## src/rtl/trap_csr_unit.sv

```systemverilog
// rtl/trap_csr_unit.sv - machine-mode trap controller, privilege tracker and M-mode CSR file
module trap_csr_unit #(
   parameter int               XLEN        = 32,
   parameter logic [XLEN-1:0]  RESET_MTVEC = '0,
   parameter logic [1:0]       RESET_PRIV  = 2'b11
) (
   input  logic            i_clk,
   input  logic            i_rst_n,
   input  logic            i_valid,
   input  logic            i_exception,
   input  logic            i_mret,
   input  logic [3:0]      i_causeNum,
   input  logic [XLEN-1:0] i_pc,
   input  logic            i_csrWrite,
   input  logic [11:0]     i_csrAddr,
   input  logic [XLEN-1:0] i_csrWdata,
   output logic [XLEN-1:0] o_csrRdata,
   output logic [1:0]      o_nowPrivMode,
   output logic            o_redirect,
   output logic [XLEN-1:0] o_redirectPC
);

   localparam logic [1:0]      PRIV_M     = 2'b11;
   localparam logic [1:0]      PRIV_U     = 2'b00;
   localparam logic [XLEN-1:0] ALIGN_MASK = {{(XLEN-2){1'b1}}, 2'b00};

   localparam logic [11:0] ADDR_MSTATUS  = 12'h300;
   localparam logic [11:0] ADDR_MTVEC    = 12'h305;
   localparam logic [11:0] ADDR_MSCRATCH = 12'h340;
   localparam logic [11:0] ADDR_MEPC     = 12'h341;
   localparam logic [11:0] ADDR_MCAUSE   = 12'h342;

   typedef enum logic {IDLE, REDIRECT} state_t;

   state_t          state_q, state_d;
   logic            mie_q, mie_d;
   logic            mpie_q, mpie_d;
   logic [1:0]      mpp_q, mpp_d;
   logic [1:0]      priv_q, priv_d;
   logic [XLEN-1:0] mtvec_q, mtvec_d;
   logic [XLEN-1:0] mepc_q, mepc_d;
   logic [XLEN-1:0] mscratch_q, mscratch_d;
   logic [3:0]      mcause_q, mcause_d;
   logic            redirect_q, redirect_d;
   logic [XLEN-1:0] redirect_pc_q, redirect_pc_d;

   logic take_exc;
   logic take_mret;
   logic csr_we;

   // Trap/return commit, CSR writes and the redirect FSM; the squashed REDIRECT cycle changes nothing
   always_comb begin
      state_d       = state_q;
      mie_d         = mie_q;
      mpie_d        = mpie_q;
      mpp_d         = mpp_q;
      priv_d        = priv_q;
      mtvec_d       = mtvec_q;
      mepc_d        = mepc_q;
      mscratch_d    = mscratch_q;
      mcause_d      = mcause_q;
      redirect_d    = 1'b0;
      redirect_pc_d = redirect_pc_q;

      take_exc  = (state_q == IDLE) && i_valid && i_exception;
      take_mret = (state_q == IDLE) && i_valid && i_mret && !i_exception;
      csr_we    = (state_q == IDLE) && i_valid && i_csrWrite && !take_exc && !take_mret;

      if (csr_we) begin
         case (i_csrAddr)
            ADDR_MSTATUS: begin
               mie_d  = i_csrWdata[3];
               mpie_d = i_csrWdata[7];
               // Only M and U exist, so the reserved encodings collapse to U
               mpp_d  = (i_csrWdata[12:11] == PRIV_M) ? PRIV_M : PRIV_U;
            end
            ADDR_MTVEC:    mtvec_d    = i_csrWdata;
            ADDR_MSCRATCH: mscratch_d = i_csrWdata;
            ADDR_MEPC:     mepc_d     = i_csrWdata;
            ADDR_MCAUSE:   mcause_d   = i_csrWdata[3:0];
            default: ;
         endcase
      end

      if (take_exc) begin
         mepc_d        = i_pc;
         // An ecall from M-mode is reported as environment-call-from-M
         mcause_d      = (i_causeNum == 4'd8 && priv_q == PRIV_M) ? 4'd11 : i_causeNum;
         mpie_d        = mie_q;
         mie_d         = 1'b0;
         mpp_d         = priv_q;
         priv_d        = PRIV_M;
         redirect_d    = 1'b1;
         redirect_pc_d = mtvec_q & ALIGN_MASK;
         state_d       = REDIRECT;
      end else if (take_mret) begin
         priv_d        = mpp_q;
         mie_d         = mpie_q;
         mpie_d        = 1'b1;
         mpp_d         = PRIV_U;
         redirect_d    = 1'b1;
         redirect_pc_d = mepc_q & ALIGN_MASK;
         state_d       = REDIRECT;
      end else if (state_q == REDIRECT) begin
         state_d = IDLE;
      end
   end

   // State registers with asynchronous reset
   always_ff @(posedge i_clk or negedge i_rst_n) begin
      if (!i_rst_n) begin
         state_q       <= IDLE;
         mie_q         <= 1'b0;
         mpie_q        <= 1'b0;
         mpp_q         <= 2'b00;
         priv_q        <= RESET_PRIV;
         mtvec_q       <= RESET_MTVEC & ALIGN_MASK;
         mepc_q        <= '0;
         mscratch_q    <= '0;
         mcause_q      <= 4'd0;
         redirect_q    <= 1'b0;
         redirect_pc_q <= '0;
      end else begin
         state_q       <= state_d;
         mie_q         <= mie_d;
         mpie_q        <= mpie_d;
         mpp_q         <= mpp_d;
         priv_q        <= priv_d;
         mtvec_q       <= mtvec_d;
         mepc_q        <= mepc_d;
         mscratch_q    <= mscratch_d;
         mcause_q      <= mcause_d;
         redirect_q    <= redirect_d;
         redirect_pc_q <= redirect_pc_d;
      end
   end

   // Combinational CSR read of the current register values; low alignment bits are hidden here
   always_comb begin
      o_csrRdata = '0;
      case (i_csrAddr)
         ADDR_MSTATUS: begin
            o_csrRdata[3]     = mie_q;
            o_csrRdata[7]     = mpie_q;
            o_csrRdata[12:11] = mpp_q;
         end
         ADDR_MTVEC:    o_csrRdata      = mtvec_q & ALIGN_MASK;
         ADDR_MSCRATCH: o_csrRdata      = mscratch_q;
         ADDR_MEPC:     o_csrRdata      = mepc_q & ALIGN_MASK;
         ADDR_MCAUSE:   o_csrRdata[3:0] = mcause_q;
         default: ;
      endcase
   end

   assign o_nowPrivMode = priv_q;
   assign o_redirect    = redirect_q;
   assign o_redirectPC  = redirect_pc_q;

endmodule

```

## config.mk

```make
export PLATFORM = sky130hd
export DESIGN_NAME = trap_csr_unit
export DESIGN_NICKNAME = d
export VERILOG_FILES = /design/src/rtl/trap_csr_unit.sv
export SDC_FILE = /design/constraint.sdc
export NUM_CORES = 1
export LEC_CHECK = 0
export CORE_MARGIN = 3
export CORE_UTILIZATION = 39
export CTS_CLUSTER_SIZE = 24
export DETAILED_ROUTE_END_ITERATION = 7
export MAX_ROUTING_LAYER = met4
export PLACE_DENSITY = 0.65
export SYNTH_ARGS = -nofsm -noshare
export SYNTH_HDL_FRONTEND = slang
export SYNTH_SLANG_ARGS = --single-unit
```

## constraint.sdc

```tcl
create_clock -name i_clk -period 2.3 [get_ports i_clk]
set_input_delay 0.345 -clock i_clk [delete_from_list [all_inputs] [get_ports i_clk]]
set_output_delay 0.345 -clock i_clk [all_outputs]
set_load 0.01 [all_outputs]
```

==> reports/summary.txt <==
GRT Overall Usage: 25.4%
Detailed Routing Iterations Pass 1: 5
number of CTS-inserted buffers: 17
vias after detailed routing: 6065
DR iter-0 viols: 491
CP cell instances: buf_2 -> or4_4 -> nor4_4 -> buf_4 -> buf_12 -> nand2_1 -> nand2_1 -> dlygate4sd2_1
Placed Instance Area: 8530 um^2
total core area: 16100 um^2
clock tree buffer depth: 2
Area Growth Syn to Fin: 46.0%
Residual DRC: 0
CP Max Fanout: 9
Post-Synth Simple-Gate Area: 14.3%
Antenna Nets Post-Route: 0
status: completed
Post-Synth Adder-Cell Area: 0%
routability-driven placement congestion ratio: 0.900
Synth area leader: dfrtp_1
die area: 18200 um^2
global-route wire length before repair: 34700 um
Compound-Gate Fraction of Synth Area: 17.1%
largest net degree at the start of global routing: 66
CP delay by family, top: simple AND/OR/NAND/NOR gates
Worst Setup Path Type: in -> out
Final Hold Viols: 0
Worst R2R Start: o_redirect$_DFF_PN0_
gr ovfl total: 0
wire per inst: 20.3 um
Synth Area in XOR/XNOR: 0%
Clock Skew: 7.99 ps
slowest CP cell: or4_4
Distinct cells, synth: 48
worst-skew pair later-pin latency: 420 ps
Worst-Margin Slew: 625 ps
Layout Nets: 933
Slew Viols, Final: 0
post-synthesis sequential area ratio: 51.3%
overall die width: 135 um
Max-Cap Viols: 0
max incr delay on CP: 550 ps
io pins: 153
Critical Path Start: i_csrAddr[5]
Clock transition at path regs: 60 ps
Chip Height: 135 um
Tmin final: 2250 ps
mux contribution to synthesized area: 12.4%
Reg2Reg Capture Point: o_nowPrivMode[0]$_DFFE_PN1P_
Setup crit end kind: primary output
Syn Area/Cell: 10.1 um^2
# placed instances: 1012
flop-to-flop setup slack: 510 ps
data arrival time of the worst path: 1910 ps
WP buf/inv: 4
Tcrit/Tclk final: 98.0%
CP Depth: 8
FILL cells: 1346
most common cell after layout, fill and taps aside: dfrtp_1
Rows: 46
Yosys reg bits: 133
final WL: 21800 um
Slew Limit Headroom: 58.3%
final hold slack: 487 ps
PortBufs: 148
Via density: 5.64
RSZ-0062 raised after global routing: yes
top cells by area, synth: dfrtp_1 (50%), mux2_2 (8.0%), nand2_1 (6.0%), a31oi_1 (5.8%), nor2_1 (3.8%)
setup_tns: 0 ps
share of layout cells above drive strength 1: 26.9%
Synth Warn #: 0
number of global-route vias before repair: 6438
htree depth: 4
CP required: 1960 ps
cells after synthesis: 646
CTS tree: yes
Num Clock Sinks: 133
antenna violations before repair: 0
Netlist Area Pre-Place: 6500 um^2
initial core utilization: 40.3%
post-route cell area: 9480 um^2
power per cell area: 708 nW/um^2
top-area cell type share of the netlist area: 50.5%
Peak VDD IR: 0.577 mV
ANT cells: 0
crit path launch type: input port
endpoints failing setup: 0
leakage: 0.00434 uW
largest family of logic cells by synthesized area: compound AO/OA/AOI/OAI gates
Post-DP HPWL: 13600 um
Worst Hold Class: in -> async
CP most frequent cell: nand2_1
clk root buf: clkbuf_16
commonest non-fill, non-tap cells in the layout: dfrtp_1 (131), clkdlybuf4s50_1 (103), nand2_1 (101)
worst reg-to-reg path cell count: 7
final core utilization: 58.9%
Max Clk Rate: 444 MHz
Layout Cells excl Fill: 1076
-- timing repair --
| action | CTS | global route |
|---|---|---|
| hold buffers | 1 | 0 |
| setup endpoints to repair | 51 | 30 |
| cloned | 5 | 0 |
| endpoints found under the hold margin | 60 | 0 |
| buffers inserted | 28 | 1 |
| pin swaps | 14 | 4 |
| gates resized for setup | 160 | 17 |
-- logic make-up after synthesis --
family	after synthesis
compound gates	176
flops	133
simple gates	206
other cells	1
buf+inv	61
mux	69
-- per-stage QoR --
stage / setup slack, ps / total power (uW)
2_1_floorplan: 313 / 3210
3_3_place_gp: -721 / 3870
3_5_place_dp: -740 / 3900
4_1_cts: 0.518 / 6750
5_1_grt: -48.5 / 7000
6_report: 46.4 / 6710
-- cells in the mapped netlist (all sizes together) --
library cell and instances:
a21oi 37, a221o 4, a222oi 4, a22o 2, a22oi 25, a31oi 60
a32o 2, and2 2, and2b 1, and4 3, buf 25, clkbuf 29
clkinv 1, conb 1, dfrtp 131, dfstp 2, inv 6, mux2 64
mux2i 5, nand2 103, nand2b 3, nand3 8, nand3b 1, nand4 2
nand4b 2, nand4bb 2, nor2 66, nor2b 2, nor3 3, nor4 3
nor4b 1, nor4bb 1, o21ai 37, o221ai 1, o22a 2, o22ai 1
o31ai 1, or3 2, or4 1
-- worst max path at each step --
stage | to | slack, ps
2_1_floorplan | o_csrRdata[14] | 310
3_3_place_gp | o_csrRdata[9] | -720
3_5_place_dp | o_csrRdata[9] | -740
4_1_cts | o_csrRdata[3] | 0.5
5_1_grt | o_csrRdata[13] | -50
6_report | o_csrRdata[30] | 50
-- per-layer routing --
| layer | part of all wire [%] | GRT usage (%) | vias to the layer above |
|---|---|---|---|
| li1 | - | - | 2725 |
| met1 | 41 | 31.0 | 3017 |
| met2 | 50 | 41.4 | 283 |
| met3 | 7.1 | 5.74 | 40 |
| met4 | 2.0 | 9.46 | 0 |
| met5 | 0 | - | - |
-- worst reg2reg max path, cell delays in order, from the launching register on --
cell and delay, ps:
dfrtp_1 410, nor2b_1 190, buf_4 160, o21ai_2 170, inv_2 130, buf_4 310, nand2_1 140, o22a_1 200
-- flip-flops by register name (all words and copies together) (netlist names) --
register and flops:
mcause_q 4, mepc_q 30, mie_q 1, mpie_q 1, mpp_q 2, mscratch_q 32
mtvec_q 30, o_nowPrivMode 2, o_redirect 1, o_redirectPC 30
-- final cells by class --
type / count / area [um^2] / share of cell area (%)
Clock buffer: 24 / 502 / 5.29
Clock inverter: 8 / 120 / 1.27
Inverter: 7 / 26.3 / 0.277
Multi-Input combinational cell: 453 / 2940 / 31.0
Sequential cell: 133 / 3330 / 35.1
Tap cell: 216 / 270 / 2.85
Timing Repair Buffer: 235 / 2300 / 24.2
-- power by group --
part           internal (uW)  switching [uW]  leakage (uW)
clock network           1840             992      0.000302
logic                    582             508       0.00238
registers               2600             188       0.00165
total                   5020            1690       0.00434
Note: power is estimated with default switching activity, not from simulation.
